**src/rtl/mux_arb_pkg.sv**
```systemverilog
// Shared types and default sizing for the two-requester round-robin arbiter.
package mux_arb_pkg;

  localparam int DATA_W_DEF    = 8;
  localparam int MAX_BURST_DEF = 4;

  typedef enum logic [1:0] {
    IDLE = 2'd0,
    G0   = 2'd1,
    G1   = 2'd2
  } arb_state_t;

endpackage

```
**src/rtl/mux2_dp.sv**
```systemverilog
// Arbiter datapath: 2:1 mux of {valid, last, data}; valid is gated off while no grant is held.
module mux2_dp #(
  parameter int DATA_W = 8
) (
  input  logic              i_sel,
  input  logic              i_en,
  input  logic              i_valid0,
  input  logic              i_last0,
  input  logic [DATA_W-1:0] i_data0,
  input  logic              i_valid1,
  input  logic              i_last1,
  input  logic [DATA_W-1:0] i_data1,
  output logic              o_valid,
  output logic              o_last,
  output logic [DATA_W-1:0] o_data
);

  logic [DATA_W+1:0] w_bus0;
  logic [DATA_W+1:0] w_bus1;
  logic [DATA_W+1:0] w_mux;

  assign w_bus0 = {i_valid0, i_last0, i_data0};
  assign w_bus1 = {i_valid1, i_last1, i_data1};
  assign w_mux  = i_sel ? w_bus1 : w_bus0;

  assign o_data  = w_mux[DATA_W-1:0];
  assign o_last  = w_mux[DATA_W];
  assign o_valid = i_en & w_mux[DATA_W+1];

endmodule

```
**src/rtl/mux2_rr_arbiter.sv**
```systemverilog
// Two-requester round-robin packet arbiter with a per-grant beat limit.
// Outputs are decoded from the state register, so reset clears them without waiting for a clock.
module mux2_rr_arbiter
  import mux_arb_pkg::*;
#(
  parameter int DATA_W    = DATA_W_DEF,
  parameter int MAX_BURST = MAX_BURST_DEF
) (
  input  logic              clk,
  input  logic              rst_n,
  input  logic              req0_valid,
  input  logic [DATA_W-1:0] req0_data,
  input  logic              req0_last,
  output logic              req0_ready,
  input  logic              req1_valid,
  input  logic [DATA_W-1:0] req1_data,
  input  logic              req1_last,
  output logic              req1_ready,
  output logic              out_valid,
  output logic [DATA_W-1:0] out_data,
  output logic              out_last,
  input  logic              out_ready,
  output logic              sel,
  output logic              busy
);

  localparam int CNT_W = $clog2(MAX_BURST + 1);

  arb_state_t       r_state;
  logic             r_last_grant;
  logic [CNT_W-1:0] r_cnt;

  logic             w_sel;
  logic             w_busy;
  logic             w_xfer;
  logic             w_release;
  logic             w_other_valid;
  logic [CNT_W-1:0] w_cnt_inc;

  assign w_sel         = (r_state == G1);
  assign w_busy        = (r_state != IDLE);
  assign w_xfer        = out_valid & out_ready;
  assign w_cnt_inc     = r_cnt + CNT_W'(1);
  assign w_release     = w_xfer & (out_last | (w_cnt_inc == CNT_W'(MAX_BURST)));
  assign w_other_valid = w_sel ? req0_valid : req1_valid;

  assign sel        = w_sel;
  assign busy       = w_busy;
  assign req0_ready = (r_state == G0) & out_ready;
  assign req1_ready = (r_state == G1) & out_ready;

  mux2_dp #(
    .DATA_W (DATA_W)
  ) u_dp (
    .i_sel    (w_sel),
    .i_en     (w_busy),
    .i_valid0 (req0_valid),
    .i_last0  (req0_last),
    .i_data0  (req0_data),
    .i_valid1 (req1_valid),
    .i_last1  (req1_last),
    .i_data1  (req1_data),
    .o_valid  (out_valid),
    .o_last   (out_last),
    .o_data   (out_data)
  );

  // last_grant resets to 1 so requester 0 wins the first contention.
  always_ff @(posedge clk or negedge rst_n) begin
    if (!rst_n) begin
      r_state      <= IDLE;
      r_last_grant <= 1'b1;
      r_cnt        <= '0;
    end else begin
      case (r_state)
        IDLE: begin
          if (req0_valid && (!req1_valid || r_last_grant)) begin
            r_state      <= G0;
            r_last_grant <= 1'b0;
            r_cnt        <= '0;
          end else if (req1_valid) begin
            r_state      <= G1;
            r_last_grant <= 1'b1;
            r_cnt        <= '0;
          end
        end
        G0, G1: begin
          if (w_release) begin
            r_cnt <= '0;
            // Hand straight over to a waiting peer; no idle bubble between grants.
            if (w_other_valid) begin
              r_state      <= w_sel ? G0 : G1;
              r_last_grant <= ~w_sel;
            end else begin
              r_state <= IDLE;
            end
          end else if (w_xfer) begin
            r_cnt <= w_cnt_inc;
          end
        end
        default: begin
          r_state <= IDLE;
          r_cnt   <= '0;
        end
      endcase
    end
  end

endmodule

```
**config.mk**
```make
export PLATFORM = sky130hd
export DESIGN_NAME = mux2_rr_arbiter
export DESIGN_NICKNAME = d
export VERILOG_FILES = /design/src/rtl/mux_arb_pkg.sv /design/src/rtl/mux2_dp.sv /design/src/rtl/mux2_rr_arbiter.sv
export SDC_FILE = /design/constraint.sdc
export NUM_CORES = 1
export LEC_CHECK = 0
export ABC_AREA = 0
export CAP_MARGIN = 5
export CORE_MARGIN = 4
export CORE_UTILIZATION = 35
export DETAILED_ROUTE_END_ITERATION = 10
export PLACE_DENSITY = 0.76
export SYNTH_ARGS = -nofsm -noshare
export SYNTH_HDL_FRONTEND = slang
export SYNTH_SLANG_ARGS = --single-unit
```
**constraint.sdc**
```tcl
create_clock -name clk -period 2.1 [get_ports clk]
set_input_delay 0.42 -clock clk [delete_from_list [all_inputs] [get_ports clk]]
set_output_delay 0.42 -clock clk [all_outputs]
set_load 0.02 [all_outputs]
```
# After elaboration in Yosys (flattened, before gate mapping)
# Index checks and enable logic that the tools add are counted.
classes:
  mul: 0
  muxes: 18
  n_addsub: 1
  order_cmp: 0
  eq_ne: 7
  reduce_logical: 10
  div: 0
  shift: 0
  n_bitwise: 7
ops:
  columns: ["cell", "count"]
  rows:
  - ["$mux 3", 4]
  - ["$mux 10", 1]
  - ["$mux 2", 5]
  - ["$ne 3x3->1 const B", 2]
  - ["$pmux 3 s2", 1]
  - ["$and 1x1->1", 5]
  - ["$mux 1", 5]
  - ["$ne 2x2->1 const B", 2]
  - ["$pmux 2 s2", 1]
  - ["$reduce_and 2->1", 2]
  - ["$reduce_and 4->1", 1]
  - ["$reduce_bool 2->1", 2]
  - ["$add 3x1->3 const B", 1]
  - ["$eq 3x3->1 const B", 1]
  - ["$eq 2x1->1 const B", 1]
  - ["$eq 2x2->1 const B", 1]
  - ["$logic_not 2->1", 1]
  - ["$pmux 1 s2", 1]
  - ["$reduce_or 2->1", 1]
  - ["$logic_and 1x1->1", 1]
  - ["$logic_not 1->1", 1]
  - ["$logic_or 1x1->1", 1]
  - ["$not 1->1", 1]
  - ["$or 1x1->1", 1]
word_totals:
  ram_bits: 0
  word_cells: 46
  ff_bits: 6
  latch_bits: 0
  n_memories: 0
  out_inout_bits: 14
  rom_bits: 0
  in_bits: 23

# Logic depth before layout (Yosys ltp)
# Gate-level depths: netlist (run 1).
depth:
  depth_word: 7
  depth_mapped: 7
  depth_no_buf: 7

# Hierarchy
# Synthesis (run 1) repeated with hierarchy kept, for this count alone.
hier_totals:
  cells_unflattened: 63
  hier_area_um2: 650.6
modules_own_cells:
  columns: ["mod", "cells_each", "area_per_inst_um2", "n_inst", "seq_area_each_um2"]
  rows:
  - ["mux2_rr_arbiter", 51, 488.0, 1, 151.4]
  - ["mux2_dp", 12, 162.7, 1, 0.0]

# Least setup slack after synthesis (run 1)
# OpenSTA, ideal clock, no wires.
synth_timing:
  kind: "flip-flop to flip-flop"
  from: "reg r_state[0]"
  to: "reg r_last_grant"
  period_less_slack_ps: 2016
  slack_ps: 84
  stages_incl_launch_ff: 8
  setup_time_ps: 82
  required_ps: 2018
  t_arrival_ps: 1934
  n_path_buf: 0
  cell_sequence: "dfrtp_1 inv_1 ha_1 mux2_4 a211o_1 nand3_2 a211oi_2 mux2_4"
synth_via:
  elab_cells_between_ends: 20
  cone_classes: "eq/ne (5); mux (5); bitwise (5); reduce/logical (5)"
synth_rtl:
  columns: ["element", "line", "rtl"]
  rows:
  - ["start: declaration", "mux2_rr_arbiter.sv:29", "arb_state_t r_state;"]
  - ["start signal: assignment", "mux2_rr_arbiter.sv:92", "r_state <= w_sel ? G0 : G1;"]
  - ["$eq 2x2->1", "mux2_rr_arbiter.sv:40", "assign w_sel = (r_state == G1);"]
  - ["net sel", "mux2_rr_arbiter.sv:23", "output logic sel,"]
  - ["$mux 10", "mux2_dp.sv:24", "assign w_mux = i_sel ? w_bus1 : w_bus0;"]
  - ["net out_last", "mux2_rr_arbiter.sv:21", "output logic out_last,"]
  - ["$or 1x1->1", "mux2_rr_arbiter.sv:44", "assign w_release = w_xfer & (out_last | (w_cnt_inc == CNT_W'(MAX_BURST)));"]
  - ["$and 1x1->1", "mux2_rr_arbiter.sv:44", null]
  - ["$ne 2x2->1 (no line)", null, null]
  - ["$reduce_and 4->1 (no line)", null, null]
  - ["end signal: assignment", "mux2_rr_arbiter.sv:93", "r_last_grant <= ~w_sel;"]
  - ["end: declaration", "mux2_rr_arbiter.sv:30", "logic r_last_grant;"]
# The timed path passes the listed nets, and every way through them passes these cells. The select of a mux whose other input is x is not followed.
# A chain may end at the register's enable or synchronous reset.

# Final worst setup path (run 1)
layout_timing:
  from: "reg r_state[0]"
  to: "out out_valid"
layout_via:
  elab_chain_cells: 3
  elab_cells_between_ends: 4
  cone_classes: "eq/ne (1); mux (1); bitwise (1); reduce/logical (1)"
layout_rtl:
  columns: ["element", "line", "rtl"]
  rows:
  - ["$eq 2x2->1", "mux2_rr_arbiter.sv:40", null]
  - ["$mux 10", "mux2_dp.sv:24", null]
  - ["$and 1x1->1 (*)", "mux2_dp.sv:28", "assign o_valid = i_en & w_mux[DATA_W+1];"]
  - ["end: declaration", "mux2_rr_arbiter.sv:19", "output logic out_valid,"]
# Mark *: on every way between the ends. The rest lies on a longest branch, timed or not.

==> results of run 1 <==
-- cell usage in the layout (no fill, tap or decap), drive strengths merged, types with 4 or more instances in the layout --
cell type	instances
mux2	10
nor2	4
clkdlybuf4s50	22
inv	6
dfrtp	5
ha	7
clkbuf	13
nand2	7
buf	7
-- what timing repair did --
action	in CTS	in global routing
setup endpoints to repair	12	15
gates cloned	0	0
endpoints found under the hold margin	0	0
resized for setup	20	14
setup buffers	0	0
-- registers in the layout, summed over array words and instances, names as in the netlist --
name / cells
r_last_grant: 1
r_cnt: 3
r_state: 2
-- per-stage QoR --
step	cell area (µm²)	hold WS (ns)	power [mW]	worst slack (ns)
6_report	1045	0.4092	1.282	0.08767
2_1_floorplan	615.6	0.1244	0.8206	0.08394
3_3_place_gp	1056	0.4981	1.210	0.01539
4_1_cts	1077	0.4070	1.310	0.005433
3_5_place_dp	1056	0.5101	1.232	-0.01334
5_1_grt	1045	0.4021	1.398	0.004955
-- cell type report --
class | instances | area [µm²] | share of cell area
multi-input combinational | 53 | 442.9 | 0.4240
clock buffer | 4 | 26.28 | 0.02515
sequential | 6 | 151.4 | 0.1449
inverter | 6 | 22.52 | 0.02156
timing repair buffer | 43 | 381.6 | 0.3653
tap | 16 | 20.02 | 0.01916
-- worst max path at each step --
stage | slack [ns] | endpoint | cells past startpoint
after floorplan | 0.08 | r_last_grant$_DFFE_PN1P_ | 7
after global placement | 0.02 | out_valid | 4
after detailed placement | -0.01 | out_valid | 4
after CTS | 0.005 | out_last | 5
after global routing | 0.005 | out_valid | 6
final | 0.09 | out_valid | 6
-- routing by layer --
layer  up-vias  share of wire  GRT usage
met3         2          0.095    0.05422
met4         0         0.0062    0.06912
li1        323              -          -
met5         -              0          0
met2        29           0.47     0.2423
met1       287           0.43     0.1652
-- cells by family after synthesis --
family	synth area share
AOI/OAI and AO/OA	0.1707
xor gates and xnor gates	0.01423
adders and majority gates	0.1423
buffers and inverters	0.04471
DFF	0.2459
muxes	0.2277
and+or+nand+nor	0.1545
-- power by group --
group	internal (mW)	switching [mW]	leakage, nW
Combinational	0.471	0.507	0.433
Sequential	0.163	0.0300	0.0772
Clock	0.0718	0.0390	0.0150
-- worst reg2reg max path: stages (launching register included) --
cell and delay, ns:
dfrtp_1 0.41, ha_1 0.23, buf_12 0.15, mux2_4 0.30, a211o_1 0.31, nand3_2 0.11, buf_4 0.13, a211oi_1 0.05
a21o_1 0.16
==> results.sh, run 1 <==
export IMPL_clk_path_buf_depth=2
export IMPL_n_antenna_cell=0
export IMPL_yosys_top_cells_area="dfrtp_1 20%, mux2_2 15%, ha_1 14%, mux2_4 4.9%, dfstp_2 4.3%"
export IMPL_die_h_um=49.94
export IMPL_htreeDepth=1
export IMPL_critPathArrivalTime_ns=1.59
export IMPL_design_core_area_um2=1577
export IMPL_drt_total_wl_um=1782
export IMPL_wl_per_cell_um=13.92
export IMPL_crit_chain="inv_1 -> buf_4 -> ha_2 -> mux2i_1 -> nor2_1 -> dlygate4sd2_1"
export IMPL_hold_violations=0
export IMPL_drc_errors=0
export IMPL_avgSynthCellArea_um2=9.327
export IMPL_path_buf_inv=3
export IMPL_synth_most_common_cell="mux2_2"
export IMPL_worstPathRequired_ns=1.68
export IMPL_place_hpwl_um=1527
export IMPL_vias=641
export IMPL_power_density_nw_per_um2=1227
export IMPL_port_buffers=36
export IMPL_crit_path_end_kind="output pin"
export IMPL_dp_cells=124
export IMPL_antenna_found_initial=0
export IMPL_area_growth_pct=69.72
export IMPL_min_period_ns=2.012
export IMPL_synth_area_leader_cell="dfrtp_1"
export IMPL_synth_warnings=0
export IMPL_grt_max_degree=13
export IMPL_dr_pass1_iters=4
export IMPL_grt_total_usage=0.1466
export IMPL_fmax_mhz=496.9
export IMPL_synthFlopType="dfrtp_1"
export IMPL_grt_pass1_vias=663
export IMPL_final_cells=128
export IMPL_yosysSeqAreaShare=0.2459
export IMPL_start_util=0.3905
export IMPL_reg2regPathDepth=8
export IMPL_crit_type="register to output pin"
export IMPL_period_share=0.9583
export IMPL_status="finished clean"
export IMPL_drv_cap=0
export IMPL_die_w_um=49.94
export IMPL_drive_above_1_share=0.3125
export IMPL_min_path_type="input port to async pin"
export IMPL_start_kind="register"
export IMPL_nNetsFinal=143
export IMPL_r2r_end="r_state[1]$_DFFE_PN0P_"
export IMPL_final_util=0.6627
export IMPL_slew_limit_headroom=0.8386
export IMPL_slowest_stage="dfrtp_1"
export IMPL_rrSetupSlack_ns=0.14
export IMPL_clkSinkCount=6
export IMPL_setup_viol=0
export IMPL_slowest_delay_ns=0.37
export IMPL_drt_iter0_markers=7
export IMPL_n_fill_cell=137
export IMPL_cts_reportedPaths_clkPinSlew_ns=0.04
export IMPL_ant_nets=0
export IMPL_cpLargestDelayFamily="buffers and inverters"
export IMPL_io_pins=37
export IMPL_root_buffer="clkbuf_4"
export IMPL_p_leak_nw=0.5254
export IMPL_synth_nets=96
export IMPL_grt_pass1_wl_um=2849
export IMPL_peakVddDrop_v=0.0006873
export IMPL_async_flop_share=1.000
export IMPL_cts_buffers=3
export IMPL_gr_total_overflow=0
export IMPL_synth_edf_count=0
export IMPL_row_count=14
export IMPL_rsz0062_at_grt="false"
export IMPL_mappedNetlistArea_um2=615.6
export IMPL_setup_tns_ns=0
export IMPL_slew_violations=0
export IMPL_ys_types=25
export IMPL_place_congestion=0.7652
export IMPL_cp_max_fo=5
export IMPL_dieArea_um2=2494
export IMPL_tritoncts="done"
export IMPL_ys_ff_latch=6
export IMPL_syn_instance_count=66
export IMPL_worst_clock_skew_ns=0.002203
export IMPL_worst_slew_pin_slew_ns=0.2353
export IMPL_viasPerCell=5.008
export IMPL_synth_top_area_frac=0.2033
export IMPL_reg2reg_from="r_state[1]$_DFFE_PN0P_"
export IMPL_cp_startpoint="r_state[0]$_DFFE_PN0P_"
export IMPL_ys_top_cells_by_count="8 x mux2_2, 7 x ha_1, 7 x nand2_1"
export IMPL_hold_buffers=0
export IMPL_clk_latency_ns=0.24
(Power assumes the default switching activity.)
==> run 2, diff against run 1 <==
--- a/config.mk
+++ b/config.mk
@@ -7,10 +7,10 @@
 export LEC_CHECK = 0
 export ABC_AREA = 0
 export CAP_MARGIN = 5
-export CORE_MARGIN = 4
 export CORE_UTILIZATION = 35
 export DETAILED_ROUTE_END_ITERATION = 10
 export PLACE_DENSITY = 0.76
+export SLEW_MARGIN = 20
 export SYNTH_ARGS = -nofsm -noshare
 export SYNTH_HDL_FRONTEND = slang
 export SYNTH_SLANG_ARGS = --single-unit
==> constraint.sdc (replaced) <==
create_clock -name clk -period 2.1 [get_ports clk]
set_input_delay 0.42 -clock clk [delete_from_list [all_inputs] [get_ports clk]]
set_output_delay 0.42 -clock clk [all_outputs]
set_load 0.1 [all_outputs]
==> run 2 against run 1 <==
Effect of this change: the flow now finishes with violations (DRC); design area up 17%; final cell count down 3.9%; power is 66% higher; first-iteration DRC count up 71%; clock skew is 0.0016 ns lower; die area decreased by 23%; worst setup slack got worse by 0.0049 ns; register-to-register slack worse by 0.05 ns; core utilization rose by 11 points; critical endpoint is now out_last; largest power group unchanged.
==> results.sh, run 2 (synthesis gave the netlist of run 1 again) <==
export IMPL_slew_limit_headroom=0.8210
export IMPL_port_buffers=36
export IMPL_status="finished with violations"
export IMPL_postCtsResizedCells=0
export IMPL_worst_slew_pin_slew_ns=0.2611
export IMPL_cts_buffers=3
export IMPL_violations="DRC"
export IMPL_period_share=0.9606
export IMPL_clkSinkCount=6
export IMPL_fmax_mhz=495.7
export IMPL_grt_pass1_vias=685
export IMPL_r2r_end="r_state[1]$_DFFE_PN0P_"
export IMPL_drv_cap=0
export IMPL_cts_reportedPaths_clkPinSlew_ns=0.05
export IMPL_final_util=0.7722
export IMPL_design_core_area_um2=1577
export IMPL_layout_commonest_cell="clkdlybuf4s50_1"
export IMPL_htreeDepth=1
export IMPL_crit_path_end_kind="output pin"
export IMPL_start_kind="register"
export IMPL_dp_cells=120
export IMPL_drt_total_wl_um=1674
export IMPL_gr_total_overflow=0
export IMPL_slew_violations=0
export IMPL_largest_register="r_cnt"
export IMPL_reg2reg_from="r_state[0]$_DFFE_PN0P_"
export IMPL_largest_reg_flops=3
export IMPL_drive_above_1_share=0.3364
export IMPL_grt_pass1_wl_um=2753
export IMPL_min_period_ns=2.017
export IMPL_place_congestion=0.8413
export IMPL_n_antenna_cell=0
export IMPL_cp_max_fo=12
export IMPL_rsz0062_at_grt="false"
export IMPL_die_w_um=43.94
export IMPL_row_count=14
export IMPL_ant_nets=0
export IMPL_place_hpwl_um=1428
export IMPL_multiInputGateArea_um2=481.7
export IMPL_root_buffer="clkbuf_4"
export IMPL_clk_latency_ns=0.24
export IMPL_tritoncts="done"
export IMPL_hold_violations=0
export IMPL_io_pins=37
export IMPL_dr_pass1_iters=7
export IMPL_crit_type="register to output pin"
export IMPL_antenna_found_initial=0
export IMPL_peakVddDrop_v=0.001145
export IMPL_critPathArrivalTime_ns=1.60
export IMPL_cp_startpoint="r_state[0]$_DFFE_PN0P_"
export IMPL_vias=643
export IMPL_grt_max_degree=13
export IMPL_dieArea_um2=1931
export IMPL_n_fill_cell=108
export IMPL_grt_total_usage=0.1913
export IMPL_mostFrequentLayoutCells="22 x clkdlybuf4s50_1, 14 x buf_12, 10 x mux2_4, 7 x nand2_1, 6 x ha_1"
export IMPL_setup_viol=0
export IMPL_fin_ws_ns=0.08273
export IMPL_min_path_type="input port to async pin"
export IMPL_place_ws_ns=0.1242
export IMPL_top_regs="r_cnt (3), r_state (2), r_last_grant (1)"
export IMPL_start_util=0.3905
export IMPL_drt_iter0_markers=12
export IMPL_area_sequential_um2=151.4
export IMPL_clk_path_buf_depth=2
export IMPL_worstPathRequired_ns=1.68
export IMPL_rrSetupSlack_ns=0.09
export IMPL_reg2regPathDepth=8
export IMPL_nNetsFinal=138
export IMPL_p_leak_nw=0.5604
export IMPL_wl_per_cell_um=13.61
export IMPL_area_growth_pct=97.76
export IMPL_viasPerCell=5.228
export IMPL_drc_errors=5
export IMPL_final_cells=123
export IMPL_power_density_nw_per_um2=1744
export IMPL_worst_clock_skew_ns=0.0006398
export IMPL_die_h_um=43.94
==> run 2: cell types whose count changed in the layout (fill, tap and decap cells not counted), sizes merged <==
cell and change:
dlygate4sd2 -3, buf +9, clkbuf -9, dlymetal6s2s -2
==> run 2: what timing repair did <==
action,4_1_cts,5_1_grt
setup endpoints to repair,8,0
hold buffers,0,0
buffers inserted,0,0
==> run 2: how the worst max path moves through the flow <==
stage | endpoint | slack (ns) | cells after the start
after floorplan | r_last_grant$_DFFE_PN1P_ | -0.08 | 7
after global placement | r_last_grant$_DFFE_PN1P_ | 0.17 | 6
after detailed placement | r_last_grant$_DFFE_PN1P_ | 0.12 | 6
after CTS | out_last | 0.06 | 4
after global routing | r_cnt[2]$_DFFE_PN0P_ | 0.005 | 6
final | out_last | 0.08 | 4
==> run 2: per-stage QoR <==
| step | setup TNS (ns) | hold WS, ns | power (mW) | cell area, µm² |
|---|---|---|---|---|
| detailed placement | 0 | 0.5088 | 2.020 | 1199 |
| floorplan | -0.09823 | 0.1244 | 1.438 | 660.6 |
| global placement | 0 | 0.5023 | 1.996 | 1199 |
| CTS | 0 | 0.4201 | 2.135 | 1217 |
| global route | 0 | 0.4347 | 2.224 | 1217 |
| finish | 0 | 0.4184 | 2.123 | 1217 |
==> run 2: worst max-delay path, cell delays in order, from the launching register on <==
cell and delay, ns:
dfrtp_1 0.42, inv_2 0.11, ha_4 0.29, mux2_4 0.35, buf_12 0.17
==> run 2: layer usage <==
metal | vias up | track usage | routed length [µm]
li1 | 316 | - | -
met1 | 294 | 0.1893 | 635
met2 | 33 | 0.3731 | 856
met3 | 0 | 0.06250 | 181
met4 | 0 | 0.05455 | 0
met5 | - | 0 | 0
==> run 2: power by group <==
part	switching, mW	internal (mW)
sequential	0.0418	0.163
clock	0.0431	0.0721
combinational	1.09	0.716
==> run 2: area by class of cell <==
cell class	instances	area share
sequential	6	0.1244
clock buffer	4	0.02158
multi-input combinational	53	0.3957
tap	16	0.01644
inverter	6	0.01850
timing repair buffer	38	0.4234
==> run 3, diff against run 2 <==
--- a/config.mk
+++ b/config.mk
@@ -6,7 +6,7 @@
 export NUM_CORES = 1
 export LEC_CHECK = 0
 export ABC_AREA = 0
-export CAP_MARGIN = 5
+export CAP_MARGIN = 25
 export CORE_UTILIZATION = 35
 export DETAILED_ROUTE_END_ITERATION = 10
 export PLACE_DENSITY = 0.76
==> results of run 3 <==
Final layout, timing and power as in run 2 (identical DEF).
